**config.mk**
```make
export PLATFORM = sky130hd
export DESIGN_NAME = ami_r_arb
export DESIGN_NICKNAME = d
export VERILOG_FILES = /design/src/rtl/ami_r_arb.sv
export SDC_FILE = /design/constraint.sdc
export NUM_CORES = 1
export LEC_CHECK = 0
export CAP_MARGIN = 25
export CORE_AREA = 3 3 227 229
export CTS_BUF_LIST = sky130_fd_sc_hd__clkbuf_8
export CTS_CLUSTER_SIZE = 25
export DETAILED_ROUTE_END_ITERATION = 12
export DIE_AREA = 0 0 230 232
export GPL_TIMING_DRIVEN = 0
export HOLD_SLACK_MARGIN = 0.02
export PLACE_DENSITY = 0.46
export SYNTH_ARGS = -nofsm -noshare
export SYNTH_HDL_FRONTEND = slang
export SYNTH_SLANG_ARGS = --single-unit
```
**constraint.sdc**
```tcl
create_clock -name ACLK -period 3.7 [get_ports ACLK]
set_input_delay 0.74 -clock ACLK [delete_from_list [all_inputs] [get_ports ACLK]]
set_output_delay 0.74 -clock ACLK [all_outputs]
set_load 0.01 [all_outputs]
```
**src/rtl/ami_r_arb.sv**
```systemverilog
// Round-robin AR arbiter that merges NCH user read ports onto one AXI master.
// The R channel is routed back to the owning port from the upper RID bits.
module ami_r_arb #(
    parameter int AXI_DW = 128,
    parameter int AXI_AW = 40,
    parameter int AXI_IW = 8,
    parameter int AXI_LW = 8,
    parameter int NCH    = 4,
    parameter int AMI_OD = 4,
    localparam int CHW   = $clog2(NCH),
    localparam int UIW   = AXI_IW - CHW
) (
    input  logic                        ACLK,
    input  logic                        ARESET,
    output logic [AXI_IW-1:0]           ARID,
    output logic [AXI_AW-1:0]           ARADDR,
    output logic [AXI_LW-1:0]           ARLEN,
    output logic [2:0]                  ARSIZE,
    output logic [1:0]                  ARBURST,
    output logic                        ARVALID,
    input  logic                        ARREADY,
    input  logic [AXI_IW-1:0]           RID,
    input  logic [AXI_DW-1:0]           RDATA,
    input  logic [1:0]                  RRESP,
    input  logic                        RLAST,
    input  logic                        RVALID,
    output logic                        RREADY,
    input  logic [NCH-1:0][UIW-1:0]     usr_arid,
    input  logic [NCH-1:0][AXI_AW-1:0]  usr_araddr,
    input  logic [NCH-1:0][AXI_LW-1:0]  usr_arlen,
    input  logic [NCH-1:0]              usr_arvalid,
    output logic [NCH-1:0]              usr_arready,
    output logic [UIW-1:0]              usr_rid,
    output logic [AXI_DW-1:0]           usr_rdata,
    output logic [1:0]                  usr_rresp,
    output logic                        usr_rlast,
    output logic [NCH-1:0]              usr_rvalid,
    input  logic [NCH-1:0]              usr_rready,
    output logic [NCH-1:0]              stat_err
);

    localparam int CW = $clog2(AMI_OD + 1);
    localparam logic [CW-1:0] OD = CW'(AMI_OD);

    logic [NCH-1:0][CW-1:0] out_cnt;
    logic [CHW-1:0]         rr_ptr;
    logic [CHW-1:0]         rr_next;
    logic [CHW-1:0]         win;
    logic [CHW-1:0]         idx;
    logic [NCH-1:0]         elig;
    logic [NCH-1:0]         inc;
    logic [NCH-1:0]         dec;
    logic                   found;
    logic                   load;
    logic [CHW-1:0]         ch;
    logic                   mapped;
    logic                   r_hs;

    assign ARSIZE  = 3'($clog2(AXI_DW / 8));
    assign ARBURST = 2'b01;

    always_comb begin
        for (int i = 0; i < NCH; i++) begin
            elig[i] = usr_arvalid[i] && (out_cnt[i] < OD);
        end
    end

    // First eligible port at or after rr_ptr, wrapping modulo NCH.
    always_comb begin
        found = 1'b0;
        win   = '0;
        idx   = '0;
        for (int k = 0; k < NCH; k++) begin
            idx = CHW'((int'(rr_ptr) + k) % NCH);
            if (!found && elig[idx]) begin
                found = 1'b1;
                win   = idx;
            end
        end
    end

    assign load        = found && (!ARVALID || ARREADY) && !ARESET;
    assign usr_arready = load ? (NCH'(1) << win) : '0;
    assign rr_next     = (win == CHW'(NCH - 1)) ? '0 : win + 1'b1;

    always_ff @(posedge ACLK) begin
        if (ARESET) begin
            ARVALID <= 1'b0;
            ARID    <= '0;
            ARADDR  <= '0;
            ARLEN   <= '0;
            rr_ptr  <= '0;
        end else if (load) begin
            ARVALID <= 1'b1;
            ARID    <= {win, usr_arid[win]};
            ARADDR  <= usr_araddr[win];
            ARLEN   <= usr_arlen[win];
            rr_ptr  <= rr_next;
        end else if (ARREADY) begin
            ARVALID <= 1'b0;
        end
    end

    assign ch = RID[AXI_IW-1 -: CHW];

    // Channel numbers past NCH only exist when NCH is not a power of two.
    generate
        if (NCH == (1 << CHW)) begin : g_full
            assign mapped = 1'b1;
        end else begin : g_part
            assign mapped = (ch < CHW'(NCH));
        end
    endgenerate

    assign RREADY    = mapped ? usr_rready[ch] : 1'b1;
    assign r_hs      = RVALID && RREADY && mapped;
    assign usr_rid   = RID[UIW-1:0];
    assign usr_rdata = RDATA;
    assign usr_rresp = RRESP;
    assign usr_rlast = RLAST;

    always_comb begin
        for (int i = 0; i < NCH; i++) begin
            usr_rvalid[i] = RVALID && mapped && (ch == CHW'(i));
            inc[i]        = load && (win == CHW'(i));
            dec[i]        = r_hs && RLAST && (ch == CHW'(i));
        end
    end

    always_ff @(posedge ACLK) begin
        if (ARESET) begin
            out_cnt  <= '0;
            stat_err <= '0;
        end else begin
            for (int i = 0; i < NCH; i++) begin
                if (inc[i] && !dec[i]) begin
                    out_cnt[i] <= out_cnt[i] + 1'b1;
                end else if (dec[i] && !inc[i] && out_cnt[i] != '0) begin
                    out_cnt[i] <= out_cnt[i] - 1'b1;
                end
                if (r_hs && RRESP[1] && (ch == CHW'(i))) begin
                    stat_err[i] <= 1'b1;
                end
            end
        end
    end

endmodule

```
# --- After elaboration in Yosys (flattened, before gate mapping) ---
# Index checks and enable logic that the tools add are counted.
totals:
  regBits: 75
  elab_cells: 143
  input_bits: 367
classes:
  add_sub_neg: 12
  shift: 1
  reduce_logical: 65
  mux: 36
  n_lt_le_gt_ge: 10
  eq_ne: 6
ops:
  columns: ["operator", "count"]
  rows:
  - ["$bmux 40 s2", 1]
  - ["$logic_and 1x1->1", 40]
  - ["$mux 40", 1]
  - ["$mux 3", 8]
  - ["$lt 2x3->1 const B", 6]
  - ["$bmux 8 s2", 1]
  - ["$logic_not 1->1", 13]
  - ["$add 3x1->3 const B", 4]
  - ["$bmux 6 s2", 1]
  - ["$lt 3x3->1 const B", 4]
  - ["$reduce_bool 3->1", 4]
  - ["$sub 3x1->3 const B", 4]
  - ["$mux 1", 11]
  - ["$bmux 1 s2", 5]
  - ["$mux 2", 5]
  - ["$reduce_bool 2->1", 5]
  - ["$eq 2x2->1 const B", 4]
  - ["$mux 8", 1]
  - ["$mux 6", 1]
  - ["$add 2x1->2 const B", 2]
  - ["$add 2x2->2 const B", 2]
  - ["$eq 2x1->1 const B", 2]
  - ["$logic_not 2->1", 2]
  - ["$mux 4", 1]
  - ["2 further kinds", 2]

# --- Logic depth before layout (Yosys ltp) ---
depth:
  word_depth: 22
  mapped_depth: 11
  mapped_depth_nobuf: 10

# --- Least setup slack after synthesis ---
# OpenSTA, ideal clock, no wires.
synth_path:
  path_type: "input to register"
  start: "input usr_arvalid[1]"
  end: "register out_cnt[5] (netlist bit)"
  slack_ns: 0.550
  setup_ns: 0.123
  path_buffers: 1
  t_required_ns: 3.577
  arrival_time_ns: 3.027
  stages: 10
  cell_sequence: "nor2b_1 > nor3_2 > o22a_1 > buf_2 > nor3_4 > nand2_1 > fa_1 > or3_1 > o32a_1 > mux2_1"
synth_between:
  elab_chain_cells: 20
  elab_cells_between_ends: 33
synth_rtl:
  columns: ["item", "line_no", "rtl"]
  rows:
  - ["start, declared", "31", "input logic [NCH-1:0] usr_arvalid,"]
  - ["$logic_and 1x1->1 *", "64", "elig[i] = usr_arvalid[i] && (out_cnt[i] < OD);"]
  - ["$bmux 1 s2", "75", "if (!found && elig[idx]) begin"]
  - ["$mux 1 (implied by the code)", "75", null]
  - ["$mux 1", "75", null]
  - ["$logic_not 1->1", "75", null]
  - ["$logic_and 1x1->1", "75", null]
  - ["$mux 1", "75", null]
  - ["$logic_not 1->1", "75", null]
  - ["[2 not listed]", null, null]
  - ["$logic_not 1->1", "75", null]
  - ["$logic_and 1x1->1", "75", null]
  - ["$mux 1", "75", null]
  - ["$logic_and 1x1->1 (2 in a row)", "82", "assign load = found && (!ARVALID || ARREADY) && !ARESET;"]
  - ["$logic_and 1x1->1 *", "125", "inc[i] = load && (win == CHW'(i));"]
  - ["$logic_not 1->1", "138", "end else if (dec[i] && !inc[i] && out_cnt[i] != '0) begin"]
  - ["$logic_and 1x1->1 (2 in a row)", "138", null]
  - ["$reduce_bool 2->1 (no line)", null, null]
  - ["end signal, assigned by index", "137", "out_cnt[i] <= out_cnt[i] + 1'b1;"]
  - ["end signal, assigned by index", "139", "out_cnt[i] <= out_cnt[i] - 1'b1;"]
  - ["end, declared", "45", "logic [NCH-1:0][CW-1:0] out_cnt;"]
# Every way passes the cells marked *; elsewhere a longest branch is shown, timed or not. The select of a mux whose other input is x is not followed.
# A chain may end at the register's enable or synchronous reset.

# --- Worst setup path after layout ---
layout_path:
  start: "input usr_arvalid[0]"
  end: "output usr_arready[0]"
layout_between:
  elab_chain_cells: 16
  elab_cells_between_ends: 27
layout_rtl:
  columns: ["item", "line_no", "rtl"]
  rows:
  - ["$logic_and 1x1->1 *", "64", null]
  - ["$bmux 1 s2", "75", null]
  - ["$mux 1 (implied by the code)", "75", null]
  - ["$mux 1", "75", null]
  - ["$logic_not 1->1", "75", null]
  - ["$logic_and 1x1->1", "75", null]
  - ["$mux 1", "75", null]
  - ["$logic_not 1->1", "75", null]
  - ["$logic_and 1x1->1", "75", null]
  - ["$mux 1", "75", null]
  - ["$logic_not 1->1", "75", null]
  - ["$logic_and 1x1->1", "75", null]
  - ["$mux 1", "75", null]
  - ["$logic_and 1x1->1 (2 in a row)", "82", null]
  - ["$mux 4 *", "83", "assign usr_arready = load ? (NCH'(1) << win) : '0;"]
  - ["end, declared", "32", "output logic [NCH-1:0] usr_arready,"]
# Marks and branches as above.

==> results.md <==
- Fin crit share: between 90% and 100%
- Setup WS post-layout: 0.115 ns
- Clock Pin Slew Worst Setup and Hold Paths: 0.08 ns
- RD Place Congestion: 0.730
- CP arrival: 2.84 ns
- Synth Cell Area: 0.00544 mm2
- Measured slew at the worst slew-check pin: 0.635 ns
- Area growth from synthesis to layout: 100%
- Count of pins over their slew limit: 0
- Status: finished, final reports clean
- Worst clock skew: 0.0195 ns
- Tmin final: 3.58 ns
- Via density: 3.45
- First-pass GRT wire length: between 30000 and 40000 um
- Area contributors post-synth: dfxtp_1, mux2i_1, buf_4
- #FFs+latches synth: 75
- Post-route insts no fill: 1729
- Ys Warns: 0
- TritonCTS Sinks: 75
- Die area: 0.0534 mm2
- Rel. slew slack: 57.7%
- Multiplexer share of the synthesized area: 22.2%
- Final setup fails: 0
- Layout cells sized above 1: 18.5%
- Pre-CTS setup slack: -0.630 ns
- Deepest clock path buffer count: 2
- Number of I/O port buffers: 438
- CTS tree: yes
- Synth Area in XOR/XNOR: 0.161%
- Power per standard cell area: 316 mW/mm2
- Core ar.: 0.0499 mm2
- CP Max Fanout: 10
- Nature of the critical path endpoint: primary output
- H-tree depth: 3
- Placed Cells: 1714
- Compound-gate portion of the synthesized area: 12.6%
- Syn Area/Cell: roughly 9.0 um2
- Skew-Pair Late Insertion Delay: 0.43 ns
- Post-synth EDFFs: 0
- Die Ht: 232 um
- DR WL/cell: 16.3 um
- RSZ-0062 raised after global routing: false
- CP Class: in -> out
- # Max-Cap Violations: 0
- Net Sw Power: ~1.2 mW
- Most frequent cells in the layout: clkdlybuf4s50_1, buf_4, mux2i_1, dfxtp_1, nand2_1
- Worst EP required: 2.96 ns
- Antenna violations before repair: 0
- Area leader, netlist: dfxtp_1
- Worst vdd ir: 0.182 mV
- Clock tree root driver cell: clkbuf_8
- Vias in the first global route: approximately 6000
- Flop pwr share: 30.3%
- CTS buffer count: 9
- Internal: 2.23 mW
- Io pins: around 580
- Final nets: around 1400
- Post-synth cell types: 47
- Setup_tns: 0 ns
- P_leak: 4.24 nW
- Asr flop ratio synth: 0%
- Row cnt: 82
- First-pass iteration count of the detailed router: 4
- Hold Fails Final Rpt: 0
- Vias: 5964
- DRC: 0
- Most common library cell in the layout ignoring fill and taps: clkdlybuf4s50_1
- Post-Synthesis Cells: between 600 and 700
- DRT Wirelength: 28200 um
- Worst Hold Slack: between 0.4 and 0.5 ns
- Sw Ratio: 35.3%
- Post-Synth Adder-Cell Area: 1.47%
- CP startpoint kind: input pin
- Antenna diodes: 0
- Gate power share: 49.4%
- Sequential-to-total area share from yosys stat: between 20% and 30%
- Synth Area in Simple Gates: 12.3%
- Total grt overflow: 0
- Largest net degree at the start of global routing: 20
- Starting Density: 10.9%
- HP Class: reg -> reg
- Main synth FF type: dfxtp_1
- Synth top area share: 27.6%
- FMAX: 0.279 GHz
- ANT nets after route: 0
- Detail Placement HPWL: 22800 um
- DRT iter0 DRCs: 146
- Die W: 230 um
- Largest family of logic cells by synthesized area: buffers and inverters
- Fillers: 5470
- Power share of the clock group: 20.3%
- GRT Resource Usage Total: between 10% and 20%
area by class of cell:
| type | count | area, um2 | area share [%] |
|---|---|---|---|
| Tap cell | 672 | 841 | 7.72 |
| Clock inverter | 6 | 60.1 | 0.551 |
| Multi-Input combinational cell | 347 | 2690 | 24.7 |
| Clock buffer | 9 | 124 | 1.14 |
| Timing Repair Buffer | 439 | 4390 | 40.3 |
| Sequential cell | 75 | 1500 | 13.8 |
| Buffer | 177 | 1270 | 11.7 |
| Inverter | 4 | 15.0 | 0.138 |
path summary, 6_finish.rpt:
path	from	end	slack [ns]	cells past startpoint
setup / recovery	usr_arvalid[0]	usr_arready[0]	0.12	7
hold reg to reg	ARID[6]	ARID[6]	0.47	2
setup reg to reg	out_cnt[8]	out_cnt[5]	0.78	10
hold / removal	ARID[6]	ARID[6]	0.47	2
routing by layer:
metal / up-vias / part of all wire (%) / wire length [um] / track usage, %
met3: 17 / 8.9 / 2510 / 3.89
met4: 0 / 1.4 / 405 / 2.73
li1: 2908 / - / - / -
met2: 317 / 53 / 15000 / 18.7
met5: - / 0 / 0 / 0
met1: 2722 / 36 / 10300 / 10.6
timing repair:
action	4_1_cts	5_1_grt
setup endpoints to repair	4	2
pin swaps	1	1
resized for setup	7	8
hold buffers	0	0
setup buffers	1	0
flip-flops by register name, indices dropped and copies added, names as in the netlist:
signal	flops
ARID	8
ARLEN	8
ARADDR	40
out_cnt	12
ARVALID	1
stat_err	4
rr_ptr	2
power by group through the flow:
stage	clock network, mW	registers, mW	logic, mW
2_1_floorplan	0	1.11	0.723
3_3_place_gp	0	1.06	1.73
3_5_place_dp	0	1.06	1.74
4_1_cts	0.778	1.05	1.74
5_1_grt	0.792	1.06	1.84
6_report	0.699	1.05	1.70
cells by family (layout without fill, tap and decap cells):
| kind of cell | count (synthesis) | in the layout |
|---|---|---|
| compound gates | 85 | 85 |
| xor+xnor | 1 | 1 |
| fa+ha+maj | 4 | 4 |
| buf+inv | 182 | 635 |
| flops | 75 | 75 |
| mux | 119 | 119 |
| other cells | 2 | 5 |
| simple gates | 133 | 133 |
through the flow:
step / cell area [um2] / power (mW) / utilization [%]
after floorplan: 5450 / 1.83 / -
after global placement: 10700 / 2.79 / 21.4
after detailed placement: 10700 / 2.80 / 21.4
after CTS: 10900 / 3.57 / 21.8
after global routing: 10900 / 3.70 / 21.9
final: 10900 / 3.45 / 21.9
critical path, cell delays in order:
cell,delay (ns)
clkdlybuf4s50_1,0.52
or4b_4,0.48
nand2_1,0.12
o31ai_4,0.08
buf_2,0.23
nor2_1,0.11
clkdlybuf4s50_1,0.56
cell usage after synthesis (all sizes together), types with 4 or more instances:
cell type / n
a31oi: 6
fa: 4
nor2b: 10
nand3: 4
o21ai: 9
nor3: 10
dfxtp: 75
o221ai: 54
mux2i: 114
clkbuf: 6
nor2: 18
buf: 172
a21oi: 4
nand2: 64
nand2b: 10
inv: 4
mux2: 4
Note: power is estimated with default switching activity, not from simulation.
